[config.mk]
export PLATFORM = sky130hd
export DESIGN_NAME = pixel_dispatcher
export DESIGN_NICKNAME = d
export VERILOG_FILES = /design/src/rtl/pixel_dispatcher.sv
export SDC_FILE = /design/constraint.sdc
export NUM_CORES = 1
export LEC_CHECK = 0
export ABC_AREA = 0
export CAP_MARGIN = 20
export CELL_PAD_IN_SITES_DETAIL_PLACEMENT = 1
export CELL_PAD_IN_SITES_GLOBAL_PLACEMENT = 2
export CORE_MARGIN = 8
export CORE_UTILIZATION = 35
export DETAILED_ROUTE_END_ITERATION = 8
export PLACE_DENSITY = 0.82
export SLEW_MARGIN = 20
export SYNTH_ARGS = -nofsm -noshare
export SYNTH_HDL_FRONTEND = slang
export SYNTH_SLANG_ARGS = --single-unit
[constraint.sdc]
create_clock -name clk -period 5.2 [get_ports clk]
set_input_delay 0.78 -clock clk [delete_from_list [all_inputs] [get_ports clk]]
set_output_delay 0.78 -clock clk [all_outputs]
set_load 0.01 [all_outputs]
[src/rtl/pixel_dispatcher.sv]
// Hands raster-order pixel coordinates to idle engines using round-robin arbitration.
// Optional macro PIXEL_DISPATCH_AUTORESTART_EN: start the next frame automatically after DONE.
`timescale 1ns/1ps
module pixel_dispatcher #(
  parameter int DATA_WIDTH    = 32,
  parameter int SCREEN_WIDTH  = 640,
  parameter int SCREEN_HEIGHT = 480,
  parameter int NUM_ENGINES   = 6,
  parameter int ENGINE_BITS   = 3
) (
  input  logic                   clk,
  input  logic                   reset,
  input  logic                   start,
  input  logic                   hold,
  input  logic [NUM_ENGINES-1:0] engine_idle,
  output logic [NUM_ENGINES-1:0] assign_valid,
  output logic [DATA_WIDTH-1:0]  xpixel_o,
  output logic [DATA_WIDTH-1:0]  ypixel_o,
  output logic                   busy,
  output logic                   frame_done
);

  typedef enum logic [1:0] {IDLE, DISPATCH, DRAIN, DONE} state_e;

  state_e                 state_q;
  logic [NUM_ENGINES-1:0] valid_q;
  logic [DATA_WIDTH-1:0]  xOut_q;
  logic [DATA_WIDTH-1:0]  yOut_q;
  logic                   busy_q;
  logic                   done_q;
  logic [DATA_WIDTH-1:0]  x_q;
  logic [DATA_WIDTH-1:0]  y_q;
  logic [NUM_ENGINES-1:0] claimed_q;
  logic [NUM_ENGINES-1:0] claimed_d;
  logic [ENGINE_BITS-1:0] ptr_q;

  logic [NUM_ENGINES-1:0] eligible;
  logic [NUM_ENGINES-1:0] grantOneHot;
  logic [ENGINE_BITS-1:0] grantIdx;
  logic [ENGINE_BITS-1:0] candIdx;
  logic                   grantFound;
  logic                   doGrant;
  logic                   lastCol;
  logic                   lastRow;

  assign eligible = engine_idle & ~claimed_q;
  assign lastCol  = (x_q == DATA_WIDTH'(SCREEN_WIDTH - 1));
  assign lastRow  = (y_q == DATA_WIDTH'(SCREEN_HEIGHT - 1));

  // A claim survives until the engine drops idle, so a just-granted engine is never granted twice.
  always_comb begin
    grantFound  = 1'b0;
    grantIdx    = ptr_q;
    candIdx     = ptr_q;
    grantOneHot = '0;
    for (int k = 1; k <= NUM_ENGINES; k++) begin
      candIdx = ENGINE_BITS'((int'(ptr_q) + k) % NUM_ENGINES);
      if (!grantFound && eligible[candIdx]) begin
        grantFound = 1'b1;
        grantIdx   = candIdx;
      end
    end
    if (grantFound) begin
      grantOneHot[grantIdx] = 1'b1;
    end
    doGrant   = (state_q == DISPATCH) && !hold && grantFound;
    claimed_d = (claimed_q & engine_idle) | (doGrant ? grantOneHot : '0);
  end

  always_ff @(posedge clk or negedge reset) begin
    if (!reset) begin
      state_q   <= IDLE;
      valid_q   <= '0;
      xOut_q    <= '0;
      yOut_q    <= '0;
      busy_q    <= 1'b0;
      done_q    <= 1'b0;
      x_q       <= '0;
      y_q       <= '0;
      claimed_q <= '0;
      ptr_q     <= ENGINE_BITS'(NUM_ENGINES - 1);
    end else begin
      valid_q   <= '0;
      done_q    <= 1'b0;
      claimed_q <= claimed_d;
      case (state_q)
        IDLE: begin
          if (start) begin
            state_q <= DISPATCH;
            busy_q  <= 1'b1;
            x_q     <= '0;
            y_q     <= '0;
          end
        end
        DISPATCH: begin
          if (doGrant) begin
            valid_q <= grantOneHot;
            xOut_q  <= x_q;
            yOut_q  <= y_q;
            ptr_q   <= grantIdx;
            if (lastCol) begin
              x_q <= '0;
              if (lastRow) begin
                y_q     <= '0;
                state_q <= DRAIN;
              end else begin
                y_q <= y_q + 1'b1;
              end
            end else begin
              x_q <= x_q + 1'b1;
            end
          end
        end
        DRAIN: begin
          if ((&engine_idle) && (claimed_q == '0)) begin
            state_q <= DONE;
`ifdef PIXEL_DISPATCH_AUTORESTART_EN
            busy_q  <= 1'b1;
`else
            busy_q  <= 1'b0;
`endif
          end
        end
        DONE: begin
          done_q <= 1'b1;
`ifdef PIXEL_DISPATCH_AUTORESTART_EN
          state_q <= DISPATCH;
          x_q     <= '0;
          y_q     <= '0;
`else
          state_q <= IDLE;
`endif
        end
        default: state_q <= IDLE;
      endcase
    end
  end

  assign assign_valid = valid_q;
  assign xpixel_o     = xOut_q;
  assign ypixel_o     = yOut_q;
  assign busy         = busy_q;
  assign frame_done   = done_q;

endmodule

==> metrics, run 1 <==
final-report hold violation count 0; Num CTS Buffers 17; number of diodes added for antenna fixing 0; maximum number of pins on one net before global-route repair 74; class of the most critical setup path reg2reg; aggregate global-route resource usage around 17%; CP Max Fanout 14; total power per unit cell area approximately 520 mW/mm^2; cell count after synthesis 924; Maximum Capacitance Violations 0; buffer depth of the longest clock path 2; standby leakage power about 0.0044 uW; number of clock sinks 147; initial standard-cell utilization of the core 35.6%; DP HPWL 16400 um; count of different cell masters after synthesis 76; EDFF count, synth 0; share of synthesized registers carrying an async set or reset 100%; dominant combinational cell family by area after synthesis simple AND/OR/NAND/NOR gates; First-pass DRT Iterations 4; sequential cell area fraction in the yosys report a little under half; Final TNS setup 0 ps; Setup crit end kind register; final weighted congestion in routability-driven placement 0.852; fraction of synthesized area in multiplexers 2.81%; CP arrival 5120 ps; initial drt markers 423; worst IR drop on VDD 0.237 mV; worst endpoint required time approximately 5500 ps; Max Clk Rate 208 MHz; vias per cell 5.41; standard-cell rows 55; total non-filler cell area in the finished layout 0.00970 sq mm; Setup violations, final 0; area added between synthesis and finish 20.9%; count of H-tree levels built during CTS 4; Worst setup SP type register; average detailed-routed wire length per instance about 18 um; compound-gate portion of the synthesized area 15.9%; antenna violations before repair 0; area of the mapped netlist 0.00803 sq mm; area share of fa/ha/maj cells after synthesis 2.49%; buffers added on ports 81; Antenna Nets Post-Route 0; Hold/Removal Path Class in2async; Avg Inst Size Synth 8.69 sq um; layout filler cell count 2642; global-route wire length before repair 39200 um; Warnings, synthesis 0; Final Routed Wirelength 23100 um; layout cell share with drive strength beyond 1 8.40%; net count reported at finish 1014; basic-gate share of the synthesized area counting and, or, nand and nor cells 26.8%; Tcrit/Tclk final 92.5%; number of global-route vias before repair between 7k and 8k; placed instance count 1254; total gr overflow 0; Worst-Skew Late Latency 430 ps; floorplan die height 167 um; Post-CTS Setup Inserts 0; number of standard cells in the layout, taps in and fillers out roughly 1.3k; CTS Root Cell clkbuf_16; RSZ-0062 raised after global routing no; net count after synthesis 950; synthesis-stage register bit count about 150; total number of vias 6946; outcome finished, final reports clean; commonest register cell after synthesis dfrtp_1; remaining design rule violation count 0; worst setup skew after layout 13.3 ps; Max transition margin between 30% and 40%; core box area 0.0226 sq mm; clock slew at the register clock pins of the worst setup and hold paths 70 ps; minimum clock period after layout 4810 ps; I/O pin total 82; count of final max-slew check failures 0; # hold bufs at CTS 0; slew at the pin with the worst max-slew slack 1000 ps; share of the synthesized netlist area taken by xor and xnor gates 1.95%; Cell Area, Placed between 0.009 and 0.01 sq mm; Total Die Area 0.0280 sq mm; width of the die 167 um; worst hold slack 390 ps; PostCTS Resize Cnt 0; CTS tree done
==> registers in the layout (all words and copies together) (netlist names) <==
register and flops:
x_q 32, xpixel_o 32, y_q 32, ypixel_o 32, assign_valid 6, claimed_q 6, ptr_q 3, state_q 2
busy 1, frame_done 1
==> area by class of cell <==
cell class	instances	area, sq um	area share (%)
Clock inverter	10	124	1.28
Clock buffer	21	470	4.85
Sequential cell	147	3680	38.0
Tap cell	285	357	3.68
Inverter	22	82.6	0.851
Timing Repair Buffer	96	937	9.66
Multi-Input combinational cell	704	4050	41.7
==> worst max-delay path, stage by stage (launching register included) <==
cell	delay, ps
dfstp_2	690
inv_1	130
ha_1	330
a21oi_1	370
inv_1	150
ha_1	330
and4b_1	210
a211oi_1	360
a22oi_1	170
o221ai_2	370
nand2b_1	200
o311a_2	430
o211ai_2	240
or2_1	310
buf_4	300
o31ai_1	110
==> layer usage <==
layer,wire (um),track usage (%),vias to the layer above
li1,-,-,3355
met1,10700,21.9,3448
met2,11200,28.5,112
met3,773,3.41,31
met4,400,5.36,0
met5,0,0,-
==> per-stage QoR <==
stage / worst slack, ps / power, uW / utilization (%)
5_1_grt: 89.2 / 5400 / 43.0
3_5_place_dp: 138 / 3810 / 40.2
4_1_cts: 98.3 / 5090 / 42.9
3_3_place_gp: 449 / 3780 / 40.2
6_report: 392 / 5050 / 43.0
2_1_floorplan: 1080 / 3030 / -
==> Yosys cell counts (3+ instances only) <==
cell	instances	area [sq um]
nand2b_1	19	119
mux2i_1	9	90.1
a21oi_1	22	110
buf_1	4	15.0
nand4_1	9	56.3
and3_1	20	125
a22o_1	3	26.3
mux4_2	4	90.1
nor3_1	9	45.0
buf_4	6	45.0
or4_1	6	45.0
dfrtp_1	145	3630
a31oi_1	9	56.3
nand3b_1	3	22.5
buf_6	3	33.8
inv_1	18	67.6
nand3_1	37	185
o21ai_1	25	125
xnor2_1	12	105
nor4_1	15	93.8
inv_2	3	11.3
ha_1	16	200
xor2_1	4	35.0
nand2_1	245	920
nor2_1	56	210
o21ai_0	49	245
and2_1	7	43.8
buf_2	13	65.1
nor2b_1	14	87.6
clkbuf_1	25	93.8
a21o_1	4	30.0
o31ai_2	10	125
a211oi_1	15	113
o31ai_1	22	165
or3_1	11	68.8
==> cells by family after synthesis <==
group,Yosys count
multiplexers,16
flip-flops,147
adder cells (fa/ha/maj),16
buffers and inverters,73
XOR/XNOR,17
AND/OR/NAND/NOR,465
AO/OA/AOI/OAI,190
==> placed cells by master (no fill, tap or decap), types with 15 or more instances in the layout <==
cell type          n
clkdlybuf4s50_1   80
nand2b_1          19
nor4_1            15
o31ai_1           22
ha_1              16
o21ai_1           25
nand2_1          245
a21oi_1           22
nor2_1            56
clkbuf_16         17
o21ai_0           49
and3_1            20
nand3_1           37
dfrtp_1          145
inv_1             18
a211oi_1          15
==> report_power, final <==
part	internal [uW]	switching, uW	leakage (uW)
logic	862	1520	0.00205
clock network	746	504	0.000280
registers	1290	131	0.00202
==> path summary, 6_finish.rpt <==
kind | startpoint | endpoint | slack, ps | cells after the start
setup / recovery | ptr_q[2] | y_q[16] | 390 | 15
hold / removal | reset | xpixel_o[13] | 390 | 1
setup reg to reg | ptr_q[2] | y_q[16] | 390 | 15
hold reg to reg | xpixel_o[14] | xpixel_o[14] | 470 | 2
max in group asynchronous | reset | state_q[0] | 3720 | 2
min in group clk | xpixel_o[14] | xpixel_o[14] | 470 | 2
Note: power is estimated with default switching activity, not from simulation.
==> inputs of run 2 (changes only) <==
Settings changed: MAX_ROUTING_LAYER set to met4.
==> run 2 against run 1 <==
Sequential share of layout area did not move. Combinational power is essentially flat. Sequential power about the same. First-iteration DRC count up 12%. Die area did not move. Critical path depth is the same. Maximum frequency about the same. Critical endpoint unchanged.
==> metrics, run 2 (synthesized netlist as in run 1, its figures left out) <==
global-route wire length before repair 39200 um (about the same); start of the worst register-to-register path ptr_q[2]; internal power 2890 uW (about the same); layout cell share with drive strength beyond 1 8.40% (unchanged); total gr overflow 0 (unchanged); Worst setup SP type register; Final TNS setup 0 ps (unchanged); outcome finished, final reports clean; final-report hold violation count 0 (unchanged); number of global-route vias before repair 7320 (-0.041%); area added between synthesis and finish 20.9% (unchanged); clock slew at the register clock pins of the worst setup and hold paths 70 ps (about the same); total number of vias 6922 (-0.35%); Setup violations, final 0 (unchanged); class of the most critical setup path reg2reg; standard-cell rows 55 (unchanged); source of the critical timing path ptr_q[2]; Setup crit end kind register; Antenna Nets Post-Route 0 (unchanged); minimum clock period after layout 4800 ps (-3.89 ps); relative contribution of sequential cells to total power 28.1% (about the same); RSZ-0062 raised after global routing no; Worst-Skew Late Latency 430 ps (about the same); CTS Root Cell clkbuf_16; DP HPWL 16400 um (unchanged); Cell Area, Placed 0.00908 sq mm (unchanged); Num CTS Buffers 17 (unchanged); cells on worst reg2reg path 15 (unchanged); number of diodes added for antenna fixing 0 (unchanged); net count reported at finish 1014 (unchanged); average detailed-routed wire length per instance 18.0 um (+0.31%); worst endpoint required time 5510 ps (about the same); slew at the pin with the worst max-slew slack 996 ps (-6.32 ps); count of final max-slew check failures 0 (unchanged); commonest cells after routing, fill and taps aside nand2_1 (245), dfrtp_1 (145), clkdlybuf4s50_1 (80); First-pass DRT Iterations 4 (unchanged); buffer depth of the longest clock path 2 (unchanged); # hold bufs at CTS 0 (unchanged); remaining design rule violation count 0 (unchanged); Clk pwr share 24.8% (about the same); final weighted congestion in routability-driven placement 0.866 (+1.6%); antenna violations before repair 0 (unchanged); Tcrit/Tclk final 92.4% (about the same); proportion of total power due to net switching 42.7% (about the same); combinational share of power 47.1% (about the same); aggregate global-route resource usage 17.5% (+0.49 points); Hold/Removal Path Class in2async; Final Routed Wirelength 23200 um (+0.31%); Maximum Capacitance Violations 0 (unchanged); Max Clk Rate 208 MHz (about the same); Max transition margin 33.5% (+0.42 points); floorplan die height 167 um (unchanged); CP Max Fanout 14 (unchanged); maximum number of pins on one net before global-route repair 74 (unchanged); number of clock sinks 147 (unchanged); width of the die 167 um (unchanged); initial drt markers 472 (+12%); initial standard-cell utilization of the core 35.6% (unchanged); I/O pin total 82 (unchanged); CP arrival 5120 ps (about the same); vias per cell 5.39 (-0.35%); Total Die Area 0.0280 sq mm (unchanged); net switching power of the design 2150 uW (+0.10%); worst setup skew after layout 13.3 ps (+0.0223 ps); buffers added on ports 81 (unchanged); worst IR drop on VDD 0.238 mV (+0.45%); endpoint of the worst register-to-register path y_q[16]; total power per unit cell area 521 mW/mm^2 (about the same); count of H-tree levels built during CTS 4 (unchanged); core box area 0.0226 sq mm (unchanged); standby leakage power 0.00435 uW (unchanged); commonest non-fill, non-tap cell in the layout nand2_1; total non-filler cell area in the finished layout 0.00970 sq mm (unchanged); endpoint of the most critical setup path y_q[16]; flop2flop setup slack 400 ps (about the same); CTS tree done
## run 2: worst min-delay path by stage
| stage | startpoint | to | slack [ps] |
|---|---|---|---|
| after floorplan | claimed_q[3] | claimed_q[3] | 470 |
| after global placement | xpixel_o[9] | xpixel_o[9] | 460 |
| after detailed placement | xpixel_o[14] | xpixel_o[14] | 460 |
| after CTS | reset | xpixel_o[13] | 410 |
| after global routing | reset | xpixel_o[13] | 440 |
| final | reset | xpixel_o[13] | 380 |
## run 2: final cells by class
class | instances | area [sq um]
multi-input combinational | 704 | 4050
inverter | 22 | 82.6
timing repair buffer | 96 | 937
sequential | 147 | 3680
tap | 285 | 357
clock inverter | 10 | 124
fill | 2642 | 12900
clock buffer | 21 | 470
## run 2: metal layers
metal	vias to the layer above	share of wire, %	GRT usage [%]
met2	113	48	28.5
met3	29	3.0	3.27
met5	-	0	-
met4	0	1.8	5.36
li1	3353	-	-
met1	3427	47	21.9
## run 2: worst max-delay path: stages (launching register included)
cell	delay, ps
dfstp_2	690
inv_1	140
ha_1	330
a21oi_1	360
inv_1	140
ha_1	330
and4b_1	210
a211oi_1	360
a22oi_1	170
o221ai_2	370
nand2b_1	200
o311a_2	430
o211ai_2	240
or2_1	300
buf_4	300
o31ai_1	110
## run 2: what timing repair did
action                     4_1_cts  5_1_grt
gates resized for setup          0        2
setup buffers                    0        0
setup endpoints to repair        0       50
## run 2: power groups by stage
| stage | Sequential (uW) | Clock [uW] | Combinational [uW] |
|---|---|---|---|
| 4_1_cts | 1420 | 1290 | 2380 |
| 5_1_grt | 1440 | 1330 | 2630 |
| 3_3_place_gp | 1430 | 0 | 2340 |
| 6_report | 1420 | 1250 | 2380 |
| 3_5_place_dp | 1440 | 0 | 2370 |
| 2_1_floorplan | 1420 | 0 | 1610 |
## run 2: metrics by stage
step                      hold WS [ps]  util [%]  setup slack, ps  total power (uW)  std cells
final                              384      43.0              396              5050       1285
after global routing               436      43.0             99.6              5400       1285
after CTS                          413      42.9             98.3              5090       1285
after detailed placement           462      40.2              138              3810       1254
after global placement             459      40.2              449              3780       1254
after floorplan                    470         -             1080              3030        924
==> inputs of run 3 (changes only) <==
--- a/config.mk
+++ b/config.mk
@@ -8,2 +8,3 @@
 export ABC_AREA = 0
+export ABC_CLOCK_PERIOD_IN_PS = 5200
 export CAP_MARGIN = 20
--- a/constraint.sdc
+++ b/constraint.sdc
@@ -3,2 +3,2 @@
 set_output_delay 0.78 -clock clk [all_outputs]
-set_load 0.01 [all_outputs]
+set_load 0.005 [all_outputs]
==> results of run 3 <==
The final DEF is identical to that of run 2. Status: finished, final reports clean.
Among the figures that moved: total power 5050 uW -> 5020 uW
